$ cat config.mk
export PLATFORM = sky130hd
export DESIGN_NAME = matrix_input_parser
export DESIGN_NICKNAME = d
export VERILOG_FILES = /design/src/rtl/matrix_pkg.sv /design/src/rtl/matrix_token_acc.sv /design/src/rtl/matrix_input_parser.sv
export SDC_FILE = /design/constraint.sdc
export NUM_CORES = 1
export LEC_CHECK = 0
export ABC_AREA = 1
export CORE_UTILIZATION = 40
export CTS_CLUSTER_DIAMETER = 80
export DETAILED_ROUTE_END_ITERATION = 16
export PLACE_DENSITY = 0.58
export SYNTH_ARGS = -nofsm -noshare
export SYNTH_HDL_FRONTEND = slang
export SYNTH_SLANG_ARGS = --single-unit
$ cat constraint.sdc
create_clock -name clk -period 3.7 [get_ports clk]
set_clock_uncertainty 0.1 [all_clocks]
set_input_delay 0.74 -clock clk [delete_from_list [all_inputs] [get_ports clk]]
set_output_delay 0.74 -clock clk [all_outputs]
set_load 0.005 [all_outputs]
$ cat src/rtl/matrix_pkg.sv
// matrix_pkg: constants shared by the matrix input parser and the matrix displayer.
// Holds the dimension limit, ASCII codes, FSM state encodings, error codes and the
// storage address helper (linear index r*5+c).
package matrix_pkg;

    localparam int MAX_DIM = 5;
    localparam int ACC_W   = 10;
    localparam logic [ACC_W-1:0] ACC_SAT = '1;

    localparam logic [7:0] ASCII_0     = 8'h30;
    localparam logic [7:0] ASCII_9     = 8'h39;
    localparam logic [7:0] ASCII_SPACE = 8'h20;
    localparam logic [7:0] ASCII_LF    = 8'h0A;
    localparam logic [7:0] ASCII_CR    = 8'h0D;

    localparam logic [2:0] ST_IDLE         = 3'd0;
    localparam logic [2:0] ST_GET_ROW      = 3'd1;
    localparam logic [2:0] ST_GET_COL      = 3'd2;
    localparam logic [2:0] ST_GET_ELEM     = 3'd3;
    localparam logic [2:0] ST_DONE         = 3'd4;
    localparam logic [2:0] ST_WAIT_RELEASE = 3'd5;
    localparam logic [2:0] ST_ERROR        = 3'd6;
    localparam logic [2:0] ST_FILL         = 3'd7;

    localparam logic [1:0] ERR_NONE = 2'd0;
    localparam logic [1:0] ERR_CHAR = 2'd1;
    localparam logic [1:0] ERR_DIM  = 2'd2;
    localparam logic [1:0] ERR_VAL  = 2'd3;

    // Storage is laid out with a fixed row pitch of 5 regardless of the parsed width.
    function automatic logic [4:0] lin_addr(input logic [2:0] r, input logic [2:0] c);
        return {r, 2'b00} + {2'b00, r} + {2'b00, c};
    endfunction

endpackage

$ cat src/rtl/matrix_token_acc.sv
// matrix_token_acc: classifies the received byte and accumulates a decimal token.
// The accumulator saturates at its maximum so oversized numbers stay detectably large.
module matrix_token_acc
    import matrix_pkg::*;
(
    input  logic             clk,
    input  logic             rst_n,
    input  logic             clear,
    input  logic             digit_en,
    input  logic [7:0]       rx_data,
    output logic             is_digit,
    output logic             is_sep,
    output logic [ACC_W-1:0] acc,
    output logic             has_digit
);

    logic [ACC_W+3:0] acc_wide;

    assign is_digit = (rx_data >= ASCII_0) && (rx_data <= ASCII_9);
    assign is_sep   = (rx_data == ASCII_SPACE) || (rx_data == ASCII_LF) || (rx_data == ASCII_CR);

    // For '0'..'9' the low nibble is the digit value.
    assign acc_wide = ({4'b0000, acc} * (ACC_W+4)'(10)) + {{ACC_W{1'b0}}, rx_data[3:0]};

    // Token accumulator: cleared on session start or token close, x10+digit otherwise.
    always_ff @(posedge clk or negedge rst_n) begin
        if (!rst_n) begin
            acc       <= '0;
            has_digit <= 1'b0;
        end else if (clear) begin
            acc       <= '0;
            has_digit <= 1'b0;
        end else if (digit_en) begin
            has_digit <= 1'b1;
            if (acc_wide > {4'b0000, ACC_SAT}) begin
                acc <= ACC_SAT;
            end else begin
                acc <= acc_wide[ACC_W-1:0];
            end
        end
    end

endmodule

$ cat src/rtl/matrix_input_parser.sv
// matrix_input_parser: parses "m n e0 e1 ..." ASCII from the UART receiver and writes
// each element into matrix storage at r*5+c. Started by the controller via start/busy.
// Optional feature: define MATRIX_IN_TIMEOUT_EN for the idle timeout with zero-fill.
//
// rx_valid is a one-cycle strobe with no ready signal: every byte is consumed in the
// cycle it is presented, so the sender never stalls and the parser never drops a byte
// while in a GET_* state.
module matrix_input_parser #(
    parameter int MAX_DIM   = matrix_pkg::MAX_DIM,
    parameter int MAX_VAL   = 9,
    parameter int DATA_W    = 9,
    parameter int TO_CYCLES = 100_000_000
) (
    input  logic              clk,
    input  logic              rst_n,
    input  logic              start,
    output logic              busy,
    output logic              done,
    output logic              err,
    output logic [1:0]        err_code,
    input  logic              rx_valid,
    input  logic [7:0]        rx_data,
    output logic              wr_en,
    output logic [4:0]        wr_addr,
    output logic [DATA_W-1:0] wr_data,
    output logic [2:0]        matrix_row,
    output logic [2:0]        matrix_col,
    output logic [2:0]        dbg_state
);
    import matrix_pkg::*;

    localparam logic [ACC_W-1:0] DIM_LIM = ACC_W'(MAX_DIM);
    localparam logic [ACC_W-1:0] VAL_LIM = ACC_W'(MAX_VAL);

    logic [2:0]       state;
    logic [2:0]       r;
    logic [2:0]       c;
    logic [ACC_W-1:0] acc;
    logic             has_digit;
    logic             is_digit;
    logic             is_sep;
    logic             is_bad;
    logic             in_get;
    logic             take;
    logic             accept;
    logic             tok_close;
    logic             to_fire;
    logic             dim_ok;
    logic             last_elem;
    logic [1:0]       fail_code;

    assign dbg_state = state;
    assign in_get    = (state == ST_GET_ROW) || (state == ST_GET_COL) || (state == ST_GET_ELEM);
    assign take      = rx_valid && in_get;
    assign is_bad    = !is_digit && !is_sep;
    assign accept    = (state == ST_IDLE) && start;
    assign dim_ok    = (acc != '0) && (acc <= DIM_LIM);
    assign last_elem = (r == matrix_row - 3'd1) && (c == matrix_col - 3'd1);
    // A timeout in GET_ELEM closes a pending token exactly like a separator would.
    assign tok_close = in_get && has_digit &&
                       ((take && is_sep) || (to_fire && (state == ST_GET_ELEM)));

    matrix_token_acc u_tok (
        .clk       (clk),
        .rst_n     (rst_n),
        .clear     (accept || tok_close),
        .digit_en  (take && is_digit),
        .rx_data   (rx_data),
        .is_digit  (is_digit),
        .is_sep    (is_sep),
        .acc       (acc),
        .has_digit (has_digit)
    );

`ifdef MATRIX_IN_TIMEOUT_EN
    localparam int TO_W = $clog2(TO_CYCLES + 1);
    logic [TO_W-1:0] to_cnt;

    assign to_fire = in_get && !rx_valid && (to_cnt == TO_W'(TO_CYCLES - 1));

    // Idle counter: restarts on every received byte and whenever no token is being awaited.
    always_ff @(posedge clk or negedge rst_n) begin
        if (!rst_n) begin
            to_cnt <= '0;
        end else if (!in_get || rx_valid || to_fire) begin
            to_cnt <= '0;
        end else begin
            to_cnt <= to_cnt + TO_W'(1);
        end
    end
`else
    // Timeout disabled: a negative length never occurs, so the parser waits indefinitely.
    assign to_fire = (TO_CYCLES < 0);
`endif

    // Error detection for the current cycle; ERR_NONE means the cycle proceeds normally.
    always_comb begin
        fail_code = ERR_NONE;
        if (take && is_bad) begin
            fail_code = ERR_CHAR;
        end else if (to_fire && (state != ST_GET_ELEM)) begin
            fail_code = ERR_DIM;
        end else if (tok_close && (state != ST_GET_ELEM) && !dim_ok) begin
            fail_code = ERR_DIM;
        end else if (tok_close && (state == ST_GET_ELEM) && (acc > VAL_LIM)) begin
            fail_code = ERR_VAL;
        end
    end

    // Session FSM with registered outputs; writes advance c, then r, in row-major order.
    always_ff @(posedge clk or negedge rst_n) begin
        if (!rst_n) begin
            state      <= ST_IDLE;
            busy       <= 1'b0;
            done       <= 1'b0;
            err        <= 1'b0;
            err_code   <= ERR_NONE;
            wr_en      <= 1'b0;
            wr_addr    <= '0;
            wr_data    <= '0;
            matrix_row <= '0;
            matrix_col <= '0;
            r          <= '0;
            c          <= '0;
        end else begin
            wr_en <= 1'b0;
            done  <= 1'b0;
            if (fail_code != ERR_NONE) begin
                state    <= ST_ERROR;
                busy     <= 1'b0;
                err      <= 1'b1;
                err_code <= fail_code;
            end else begin
                case (state)
                    ST_IDLE: begin
                        if (start) begin
                            busy     <= 1'b1;
                            err      <= 1'b0;
                            err_code <= ERR_NONE;
                            r        <= '0;
                            c        <= '0;
                            state    <= ST_GET_ROW;
                        end
                    end
                    ST_GET_ROW: begin
                        if (tok_close) begin
                            matrix_row <= acc[2:0];
                            state      <= ST_GET_COL;
                        end
                    end
                    ST_GET_COL: begin
                        if (tok_close) begin
                            matrix_col <= acc[2:0];
                            state      <= ST_GET_ELEM;
                        end
                    end
                    ST_GET_ELEM, ST_FILL: begin
                        if (tok_close || (state == ST_FILL)) begin
                            wr_en   <= 1'b1;
                            wr_addr <= lin_addr(r, c);
                            wr_data <= (state == ST_FILL) ? '0 : DATA_W'(acc);
                            if (last_elem) begin
                                state <= ST_DONE;
                            end else begin
                                if (c == matrix_col - 3'd1) begin
                                    c <= '0;
                                    r <= r + 3'd1;
                                end else begin
                                    c <= c + 3'd1;
                                end
                                if (to_fire) begin
                                    state <= ST_FILL;
                                end
                            end
                        end else if (to_fire) begin
                            state <= ST_FILL;
                        end
                    end
                    ST_DONE: begin
                        done  <= 1'b1;
                        busy  <= 1'b0;
                        state <= ST_WAIT_RELEASE;
                    end
                    ST_ERROR: begin
                        state <= ST_WAIT_RELEASE;
                    end
                    ST_WAIT_RELEASE: begin
                        if (!start) begin
                            state <= ST_IDLE;
                        end
                    end
                    default: begin
                        state <= ST_IDLE;
                    end
                endcase
            end
        end
    end

endmodule

==> After elaboration in Yosys (flattened, before gate mapping) <==
Cells that the tools add are included.
{ "classes": {"n_addsub": 7, "n_mul": 1, "order_cmp": 5, "eq_ne": 23, "muxes": 40, "n_bitwise": 1, "n_reduce_logical": 42} }
{ "op_table": {"columns": ["operator", "count"], "rows": [
  ["two-way mux 3 bit", 14],
  ["two-way mux 10 bit", 3],
  ["one-hot mux 3 bit (6 select lines)", 1],
  ["== test 8 x 4 -> 1 bit (second input constant)", 2],
  ["logical AND 1 bit", 15],
  ["adder 14 x 4 -> 14 bit", 1],
  ["> comparator 14 x 10 -> 1 bit (second input constant)", 1],
  ["multiplier 10 x 3 -> 13 bit (second input constant)", 1],
  ["== test 3 bit (second input constant)", 4],
  ["two-way mux 1 bit", 12],
  ["two-way mux 2 bit", 6],
  ["inequality test 3 x 2 -> 1 bit (second input constant)", 4],
  ["one-hot mux 3 bit (2 select lines)", 2],
  ["AND reduction 6 bit", 2],
  ["adder 5 x 3 -> 5 bit", 2],
  ["> comparator 10 x 4 -> 1 bit (second input constant)", 1],
  ["less-or-equal comparator 10 x 3 -> 1 bit (second input constant)", 1],
  ["nonzero test 10 bit", 1],
  ["nonzero test 2 bit", 5],
  ["two-way mux 9 bit", 1],
  ["inequality test 3 bit (second input constant)", 3],
  ["AND reduction 3 bit", 3],
  ["== test 8 x 6 -> 1 bit (second input constant)", 1],
  ["greater-or-equal comparator 8 x 6 -> 1 bit (second input constant)", 1],
  ["16 further kinds", 32]
]} }
{ "word_totals": {"reg_bits": 46, "input_bits": 12, "out_inout_bits": 29, "wordCells": 133} }

==> Logic depth before layout (Yosys ltp) <==
Gate-level depths: netlist of run 1.
{ "depth": {"word_depth": 14, "mapped_depth": 16, "ltp_nobuf": 16} }

==> Modules after synthesis <==
Synthesis of run 1 repeated with hierarchy kept, for this count alone.
{ "hier_totals": {"hier_cells": 490, "hier_area_um2": 3493.4} }
{ "modules_own_cells": {"columns": ["mod", "n_inst", "cells_each", "area_per_inst_um2"], "rows": [
  ["matrix_input_parser", 1, 256, 1985.7],
  ["matrix_token_acc", 1, 234, 1507.7]
]} }

==> Least setup slack after synthesis of run 1 <==
No wires, ideal clock.
{ "synth_path": {"kind": "register to register", "start": "reg u_tok.acc[1]", "end": "reg u_tok.acc[0]", "setup_time_ns": 0.117, "arrival_ns": 2.416, "slack_ns": 1.067, "stages_incl_launch_ff": 15, "n_path_buf": 0, "period_less_slack_ns": 2.633, "path_cell_list": "dfrtp_1 > ha_1 > ha_1 > inv_1 > fa_1 > nor2_1 > nand3_1 > a21oi_1 > nand2_1 > nor2_1 > nand3_1 > nand3_2 > nand3_1 > nand2_1 > nand2_1"} }
{ "synth_via": {"elab_chain_len": 6} }
{ "synth_lines": {"columns": ["element", "line", "rtl"], "rows": [
  ["start, declared", "matrix_token_acc.sv:13", "output logic [ACC_W-1:0] acc,"],
  ["start signal, assigned", "matrix_token_acc.sv:38", "acc <= acc_wide[ACC_W-1:0];"],
  ["multiplier 10 x 3 -> 13 bit", "matrix_token_acc.sv:23", "assign acc_wide = ({4'b0000, acc} * (ACC_W+4)'(10)) + {{ACC_W{1'b0}}, rx_data[3:0]};"],
  ["adder 14 x 4 -> 14 bit", "matrix_token_acc.sv:23", null],
  ["> comparator 14 x 10 -> 1 bit", "matrix_token_acc.sv:35", "if (acc_wide > {4'b0000, ACC_SAT}) begin"],
  ["two-way mux 10 bit", "matrix_token_acc.sv:35", null],
  ["two-way mux 10 bit", "matrix_token_acc.sv:33", "end else if (digit_en) begin"],
  ["two-way mux 10 bit", "matrix_token_acc.sv:30", "end else if (clear) begin"]
]} }
Every way passes these cells. The select of a mux whose other input is x is not followed.
A chain may end at the register's enable or synchronous reset.

==> Final worst setup path of run 1 <==
{ "layout_path": {"start": "reg u_tok.acc[1]", "end": "reg u_tok.acc[3]"} }
{ "layout_via": {"elab_chain_len": 6} }
{ "layout_lines": {"columns": ["element", "line"], "rows": [
  ["multiplier 10 x 3 -> 13 bit *", "matrix_token_acc.sv:23"],
  ["adder 14 x 4 -> 14 bit *", "matrix_token_acc.sv:23"],
  ["> comparator 14 x 10 -> 1 bit", "matrix_token_acc.sv:35"],
  ["two-way mux 10 bit *", "matrix_token_acc.sv:35"],
  ["two-way mux 10 bit *", "matrix_token_acc.sv:33"],
  ["two-way mux 10 bit *", "matrix_token_acc.sv:30"]
]} }
Mark *: on every way between the ends. The rest lies on a longest branch, timed or not. The select of a mux whose other input is x is not followed.

==> results of run 1 <==
==> area by class of cell <==
class,count,share of cell area (%)
clock buffer,6,1.874
inverter,64,6.268
tap,102,3.296
sequential,46,29.73
clock inverter,2,0.9693
multi-input combinational,320,47.46
timing repair buffer,41,10.40
==> worst min-delay path: stages, from the launching register on <==
cell	delay (ns)
dfrtp_1	0.35
nand2_1	0.05
inv_1	0.04
==> kinds of logic after synthesis <==
| group | share of synthesized area [%] |
|---|---|
| adder cells (fa/ha/maj) | 13.21 |
| AO/OA/AOI/OAI | 8.064 |
| flip-flops | 35.33 |
| XOR/XNOR | 3.764 |
| buffers and inverters | 8.257 |
| AND/OR/NAND/NOR | 31.37 |
==> cell usage in the layout, fill, tap and decap left out, drive strengths merged, types with 2 or more instances in the layout <==
master	synthesis	layout
o21ai	25	25
buf	3	2
nand3b	3	3
xor2	6	6
o211ai	2	2
nor2	34	34
nand2	145	145
ha	28	28
inv	63	63
xnor2	8	8
or2	5	5
nand3	32	32
nand4	7	7
clkdlybuf4s50	0	39
fa	4	4
dfrtp	46	46
clkbuf	0	6
a21oi	17	17
==> power groups by stage <==
stage	registers [mW]	logic [mW]	clock network (mW)
floorplan	0.708	0.430	0
global placement	0.722	0.704	0
detailed placement	0.723	0.708	0
CTS	0.713	0.715	0.388
global route	0.729	0.799	0.410
finish	0.710	0.705	0.376
==> synthesized netlist by cell type, drive strengths merged <==
master / number
o211ai: 2
nor3b: 1
nor3: 1
or2: 5
a21o: 1
a21oi: 17
inv: 63
o21ai: 25
buf: 3
fa: 4
clkinv: 1
o21a: 1
nand3b: 3
xnor2: 8
dfrtp: 46
nor2: 34
ha: 28
nand4: 7
nand2: 145
xor2: 6
nand3: 32
==> how the worst min path moves through the flow <==
stage / end / slack, ns / cells after the start
6_report: wr_data[8] / 0.37 / 2
5_1_grt: wr_data[8] / 0.39 / 2
2_1_floorplan: busy / 0.34 / 0
4_1_cts: wr_data[8] / 0.37 / 2
3_3_place_gp: wr_data[7] / 0.35 / 2
3_5_place_dp: wr_data[5] / 0.35 / 2
==> metal layers <==
layer | global-route usage, % | vias up | routed length [um]
li1 | - | 1466 | -
met2 | 27.61 | 39 | 3045
met5 | 0 | - | 0
met1 | 27.83 | 1236 | 3847
met3 | 2.570 | 6 | 157
met4 | 3.906 | 0 | 62
==> registers in the layout, indices dropped and copies added (netlist names) <==
signal,count
c,3
matrix_col,3
done,1
wr_en,1
wr_addr,5
busy,1
u_tok.has_digit,1
matrix_row,3
u_tok.acc,10
r,3
wr_data,9
err_code,2
dbg_state,3
err,1
==> metrics by stage <==
step | std cells | hold slack, ns | instance area, um^2
final | 581 | 0.3686 | 3872
after CTS | 581 | 0.3749 | 3872
after floorplan | 433 | 0.3444 | 3258
after detailed placement | 573 | 0.3512 | 3762
after global routing | 581 | 0.3851 | 3872
after global placement | 573 | 0.3476 | 3762
==> results.cfg, run 1 <==
[status]
outcome = finished, final reports clean

[power]
power.total_mw = 1.792
internal_power_mw = 1.136
power_frac_comb_pct = 39.4
switchingPower_mw = 0.6557
switching_share_pct = 36.59
power_density_nw_per_um2 = 462.8
pwr-share-seq_pct = 39.6
p_leak_nw = 2.033
clkPwrFrac_pct = 21.0
max-vdd-ir-drop_mv = 0.3983

[routing]
vias = 2747
dr.pass1.iters = 4
totalWireLength_um = 7114
drc = 0
viasPerCell = 4.728
drtIter0Drc = 123
wl_per_cell_um = 12.24
ant_nets = 0

[setup_path]
path_cells = ha_1 > ha_1 > inv_1 > fa_1 > nor2_1 > nand3_1 > a21oi_1 > nand2_1 > nor2_1 > nand3_1 > nand3_2 > nand3_1 > nand2_1 > nand2_1
crit_end = u_tok.acc[3]
path_delay_family = simple AND/OR/NAND/NOR gates
crit_slowest_cell = dfrtp_1
r2r_cells = 14
cp-start-kind = flip-flop
crit_start = u_tok.acc[1]
worstSetupPathType = reg -> reg
crit_buf_inv = 1
rr_endpoint = u_tok.acc[3]
cp.depth = 14
cp.arrival_ns = 3.09
rrSetupSlack_ns = 0.71
crit_required_ns = 3.80
worstSetupEndpointType = flip-flop
max_stage_delay_ns = 0.50
worstPathMaxFanout = 10
r2r_start = u_tok.acc[1]

[synthesis]
synthesis.instances = 433
synth-seq-cells = 46
synth_top_area_share_pct = 35.33
synth.area.top_cells = dfrtp_1, nand2_1, ha_1
syn_area_per_cell_um2 = 7.525
ys_seq_area_share_pct = 35.33
yosys.area.top_type = dfrtp_1
syn-num-nets = 477
syn_area_um2 = 3258
ys_types = 33
ys_warn_count = 0

[floorplanning]
ios = 41
die_area_um2 = 8510
rows = 32
die_w_um = 92.25
core_area_um2 = 7807
initial_utilization_pct = 41.73
chipHeight_um = 92.25

[clock_network]
clkSlewWorstSetupHoldPaths_ns = 0.09
post_cts_buffers = 0
cts_resized = 0
ctsRootBufferMaster = clkbuf_8
cts_num_sinks = 46
postCtsHoldBufs = 0
cts-htree-levels = 2
clk_latency_ns = 0.30
ctsLongestPathBuffers = 2
cts_buffers = 5
cts_tree = yes

[final_layout]
syn_to_final_growth_pct = 18.86
final_net_count = 522
seqCellArea_um2 = 1151
fill_cells = 797
post-route-util_pct = 49.60
layout-drive-gt1-share_pct = 8.142
multi_input_area_um2 = 1838
antenna_cells = 0

[place]
port_buffers = 40
routabilityCongestion = 0.8533
pre_cts_ws_ns = 0.5730
hpwl_um = 5524

[timing]
timing.final.ws_setup_ns = 0.7116
tns_ns = 0
hold_viol = 0
tightest_slew_ns = 1.043
maxSlewViolCount = 0
fmax_mhz = 334.6
min_period_over_period_pct = 80.77
layout_min_cycle_time_ns = 2.988
maxSlewHeadroom_pct = 30.45
rsz0062_at_grt = false
setup_viol = 0

[global_route]
overflow = 0
grt_pass1_vias = 2560
grt_max_degree = 47
grt_util_all_layers_pct = 18.36
grt_pass1_wl_um = 12410
antenna_found_initial = 0

[min_path]
worst_hold_path_type = reg -> reg
min_from = wr_data[8]

[flow_run]
cap_violations = 0
(Power assumes the default switching activity.)
==> inputs of run 2 (changes only) <==
- PLACE_DENSITY: 0.58 -> 0.6
- clock period: 3.7 -> 2.7 ns (I/O delays scaled with it)
==> results.cfg, run 2 (synthesis gave the netlist of run 1 again) <==
[setup_path]
worstPathMaxFanout = 2
crit_required_ns = 2.79
cp-start-kind = flip-flop
rrSetupSlack_ns = 0.03
worstSetupEndpointType = flip-flop
cp.arrival_ns = 2.76
worstSetupPathType = reg -> reg

[timing]
hold_ws_ns = 0.09611
fmax_mhz = 375.1
tightest_slew_ns = 0.5100
rsz0062_at_grt = true
min_period_over_period_pct = 98.74
maxSlewViolCount = 0
layout_min_cycle_time_ns = 2.666
setup_viol = 0
hold_viol = 0
maxSlewHeadroom_pct = 66.00

[final_layout]
final_net_count = 556
postLayoutCellArea_um2 = 4335
fill_cells = 721
largest_reg_flops = 10
syn_to_final_growth_pct = 33.06
layout-drive-gt1-share_pct = 20.47
antenna_cells = 0
final_common_cell = nand2_1
largest-register = u_tok.acc
final_cell_mix = nand2_1, inv_1, dfrtp_1, clkdlybuf4s50_1, buf_4
top_regs = u_tok.acc: 10 flops, wr_data: 9 flops, wr_addr: 5 flops

[power]
internal_power_mw = 1.641
switchingPower_mw = 0.9329
switching_share_pct = 36.24
p_leak_nw = 2.213
power_frac_comb_pct = 42.4
power_density_nw_per_um2 = 593.7
power.total_mw = 2.574
clkPwrFrac_pct = 20.0
pwr-share-seq_pct = 37.5
max-vdd-ir-drop_mv = 0.3465

[clock_network]
cts_num_sinks = 46
cts_tree = yes
ctsRootBufferMaster = clkbuf_8
cts-htree-levels = 2
ctsLongestPathBuffers = 2
cts_buffers = 5
clkSlewWorstSetupHoldPaths_ns = 0.09
clk_latency_ns = 0.30

[global_route]
grt_pass1_wl_um = 13320
antenna_found_initial = 0
grt_util_all_layers_pct = 19.55
overflow = 0
grt_max_degree = 24
grt_pass1_vias = 2854

[floorplanning]
die_w_um = 92.25
die_area_um2 = 8510
rows = 32
initial_utilization_pct = 41.73
core_area_um2 = 7807
chipHeight_um = 92.25
ios = 41

[routing]
totalWireLength_um = 7788
vias = 2971
drc = 0
viasPerCell = 4.831
dr.pass1.iters = 4
drtIter0Drc = 140
wl_per_cell_um = 12.66
ant_nets = 0

[min_path]
worst_hold_path_type = in -> async

[flow_run]
cap_violations = 0

[place]
placed_cell_area_um2 = 3970
routabilityCongestion = 0.7992
port_buffers = 40
hpwl_um = 6050

[status]
outcome = finished, final reports clean
[run 2: power by group through the flow]
stage | clock network [mW] | logic [mW] | registers (mW)
after floorplan | 0 | 0.589 | 0.971
after global placement | 0 | 1.04 | 0.975
after detailed placement | 0 | 1.05 | 0.977
after CTS | 0.528 | 1.06 | 0.965
after global routing | 0.557 | 1.24 | 0.991
final | 0.516 | 1.09 | 0.965
[run 2: cell type report]
| type | count | area, um^2 | share of cell area (%) |
|---|---|---|---|
| multi-input cells | 322 | 2042 | 47.10 |
| flip-flops and latches | 46 | 1154 | 26.61 |
| repair buffers | 73 | 659.4 | 15.21 |
| inverters | 64 | 242.7 | 5.599 |
| well taps | 102 | 127.6 | 2.944 |
| clock buffers | 6 | 72.57 | 1.674 |
| clock inverters | 2 | 37.54 | 0.8658 |
[run 2: per-stage QoR]
stage                     cells  setup WS [ns]  setup TNS [ns]  util [%]
after global placement      599       -0.09046         -0.7979     50.85
after detailed placement    599        -0.1390          -1.201     50.85
final                       615        0.03403               0     55.53
after global routing        615       -0.07382         -0.3225     55.53
after CTS                   609       0.004321               0     52.61
after floorplan             433        0.06722               0         -
[run 2: path summary, 6_finish.rpt]
kind / start / endpoint / depth (start not counted)
max: u_tok.acc[1] / u_tok.acc[9] / 15
min: rst_n / wr_data[2] / 1
max reg2reg: u_tok.acc[1] / u_tok.acc[9] / 15
min reg2reg: wr_data[7] / wr_data[7] / 2
max in group asynchronous: rst_n / err_code[0] / 2
min in group clk: wr_data[7] / wr_data[7] / 2
[run 2: worst max-delay path, cell delays in order, from the launching register on]
cell     delay, ns
dfrtp_1       0.42
ha_4          0.26
ha_4          0.16
inv_2         0.05
fa_2          0.46
buf_6         0.14
buf_4         0.13
inv_2         0.04
nand2_2       0.04
nor2_2        0.16
nand2_2       0.09
nor2_2        0.12
xnor2_1       0.15
nand3_2       0.10
nand2_1       0.08
nand2_1       0.04
[run 2: repair_timing]
item,in CTS,in global routing
resized for setup,4,38
setup endpoints to repair,10,10
setup buffers,2,5
gates cloned,0,2
hold buffers,0,0
pin swaps,8,27
[run 2: layer usage]
layer	track usage [%]	up-vias	share of wire (%)
li1	-	1528	-
met1	27.72	1374	50
met2	32.15	62	46
met3	2.736	7	3.4
met4	3.125	0	0.65
met5	0	-	0
==> inputs of run 3 (changes only) <==
- CORE_UTILIZATION: 40 -> 51
- PLACE_DENSITY: 0.6 -> 0.74
==> results.cfg, run 3 (synthesis gave the netlist of run 1 again) <==
[status]
outcome = finished, violations left
violations = setup timing

[setup_path]
worstSetupEndpointType = flip-flop
path_cells = ha_1 > ha_2 > inv_2 > fa_2 > nor2_2 > nand3_1 > a21oi_1 > nand2_1 > nor2_2 > nand3_2 > nand3_2 > nand3_1 > nand2_1 > nand2_1
cp.arrival_ns = 2.81
max_stage_delay_ns = 0.44
cp.depth = 14
r2r_cells = 14
r2r_start = u_tok.acc[3]
path_common_cell = nand2_1
crit_slowest_cell = fa_2
crit_required_ns = 2.79
crit_buf_inv = 1
path_delay_family = simple AND/OR/NAND/NOR gates
worstPathMaxFanout = 5
rr_endpoint = u_tok.acc[5]
worstSetupPathType = reg -> reg
cp-start-kind = flip-flop
rrSetupSlack_ns = -0.01

[global_route]
grt_pass1_vias = 2725
overflow = 0
grt_util_all_layers_pct = 23.21
grt_max_degree = 25
grt_pass1_wl_um = 11940
antenna_found_initial = 0

[clock_network]
clkSlewWorstSetupHoldPaths_ns = 0.09
cts-htree-levels = 2
cts_tree = yes
ctsLongestPathBuffers = 2
ctsRootBufferMaster = clkbuf_8
cts_buffers = 5
cts_num_sinks = 46
clk_latency_ns = 0.30

[min_path]
holdPathStages = 2
min_to = wr_data[6]
min_from = wr_data[6]
worst_hold_path_type = reg -> reg

[timing]
hold_viol = 0
min_period_over_period_pct = 100.4
setup_viol = 1
hold_ws_ns = 0.3694
layout_min_cycle_time_ns = 2.711
rsz0062_at_grt = true
timing.final.ws_setup_ns = -0.01121
maxSlewHeadroom_pct = 78.77
maxSlewViolCount = 0
fmax_mhz = 368.8
tightest_slew_ns = 0.3185

[final_layout]
final_common_cell = nand2_1
post-route-util_pct = 68.23
antenna_cells = 0
final_net_count = 543
top_regs = u_tok.acc: 10 flops, wr_data: 9 flops, wr_addr: 5 flops
largest-register = u_tok.acc
fill_cells = 507
largest_reg_flops = 10
syn_to_final_growth_pct = 26.19
postLayoutCellArea_um2 = 4111
final_cell_mix = nand2_1, inv_1, dfrtp_1, clkdlybuf4s50_1
layout-drive-gt1-share_pct = 14.60

[routing]
drc = 0
viasPerCell = 5.118
vias = 2943
wl_per_cell_um = 12.81
dr.pass1.iters = 4
totalWireLength_um = 7363
ant_nets = 0
drtIter0Drc = 167

[floorplanning]
rows = 28
ios = 41
die_w_um = 81.93
chipHeight_um = 81.93
core_area_um2 = 6026
initial_utilization_pct = 54.07
die_area_um2 = 6712

[flow_run]
cap_violations = 0

[place]
placed_cell_area_um2 = 3876
routabilityCongestion = 0.8259
port_buffers = 40
hpwl_um = 5664

[power]
max-vdd-ir-drop_mv = 0.3943
power_density_nw_per_um2 = 642.1
p_leak_nw = 2.169
power.total_mw = 2.640
==> run 3: area by class of cell <==
class,instances,area [um^2],share of cell area (%)
clock buffers,6,82.58,2.009
inverters,64,242.7,5.904
multi-input cells,322,1921,46.71
repair buffers,60,560.5,13.63
well taps,75,93.84,2.282
flip-flops and latches,46,1151,28.00
clock inverters,2,60.06,1.461
==> run 3: worst register-to-register path, delay by kind of cell, from the launching register on <==
family / cells / cell delay, ns
AOI/OAI and AO/OA: 1 / 0.15
adders and majority gates: 3 / 0.93
buffers and inverters: 1 / 0.06
and+or+nand+nor: 9 / 0.97
DFF: 1 / 0.40
==> run 3: what timing repair did <==
item,4_1_cts,5_1_grt
gates resized for setup,2,14
hold buffers,1,0
setup buffers,0,1
gates cloned,0,2
pin swaps,5,11
setup endpoints to repair,10,10
endpoints found under the hold margin,10,0
==> run 3: how the worst max path moves through the flow <==
| stage | endpoint | start | slack, ns |
|---|---|---|---|
| finish | u_tok.acc[5] | u_tok.acc[3] | -0.01 |
| global route | u_tok.acc[5] | u_tok.acc[3] | -0.17 |
| CTS | u_tok.acc[3] | u_tok.acc[1] | 0.005 |
| detailed placement | u_tok.acc[3] | rx_data[1] | -0.08 |
| global placement | u_tok.acc[7] | rx_data[1] | -0.03 |
| floorplan | u_tok.acc[0] | u_tok.acc[1] | 0.07 |
==> run 3: where the power goes <==
group	switching (mW)	total (mW)	internal, mW
clock	0.239	0.634	0.395
sequential	0.137	0.968	0.831
combinational	0.544	1.04	0.493
total	0.921	2.64	1.72
==> run 3: through the flow <==
stage	instances	setup TNS [ns]	setup slack (ns)
final	575	-0.01121	-0.01121
after global routing	575	-1.403	-0.1728
after CTS	573	0	0.005175
after detailed placement	564	-0.7555	-0.08085
after global placement	564	-0.2280	-0.02797
after floorplan	433	0	0.06722
==> run 3: per-layer routing <==
metal / GRT usage (%) / wire [um]
met2: 42.64 / 3797
met5: 0 / 0
met1: 28.58 / 3168
met4: 5.263 / 113
met3: 3.000 / 284
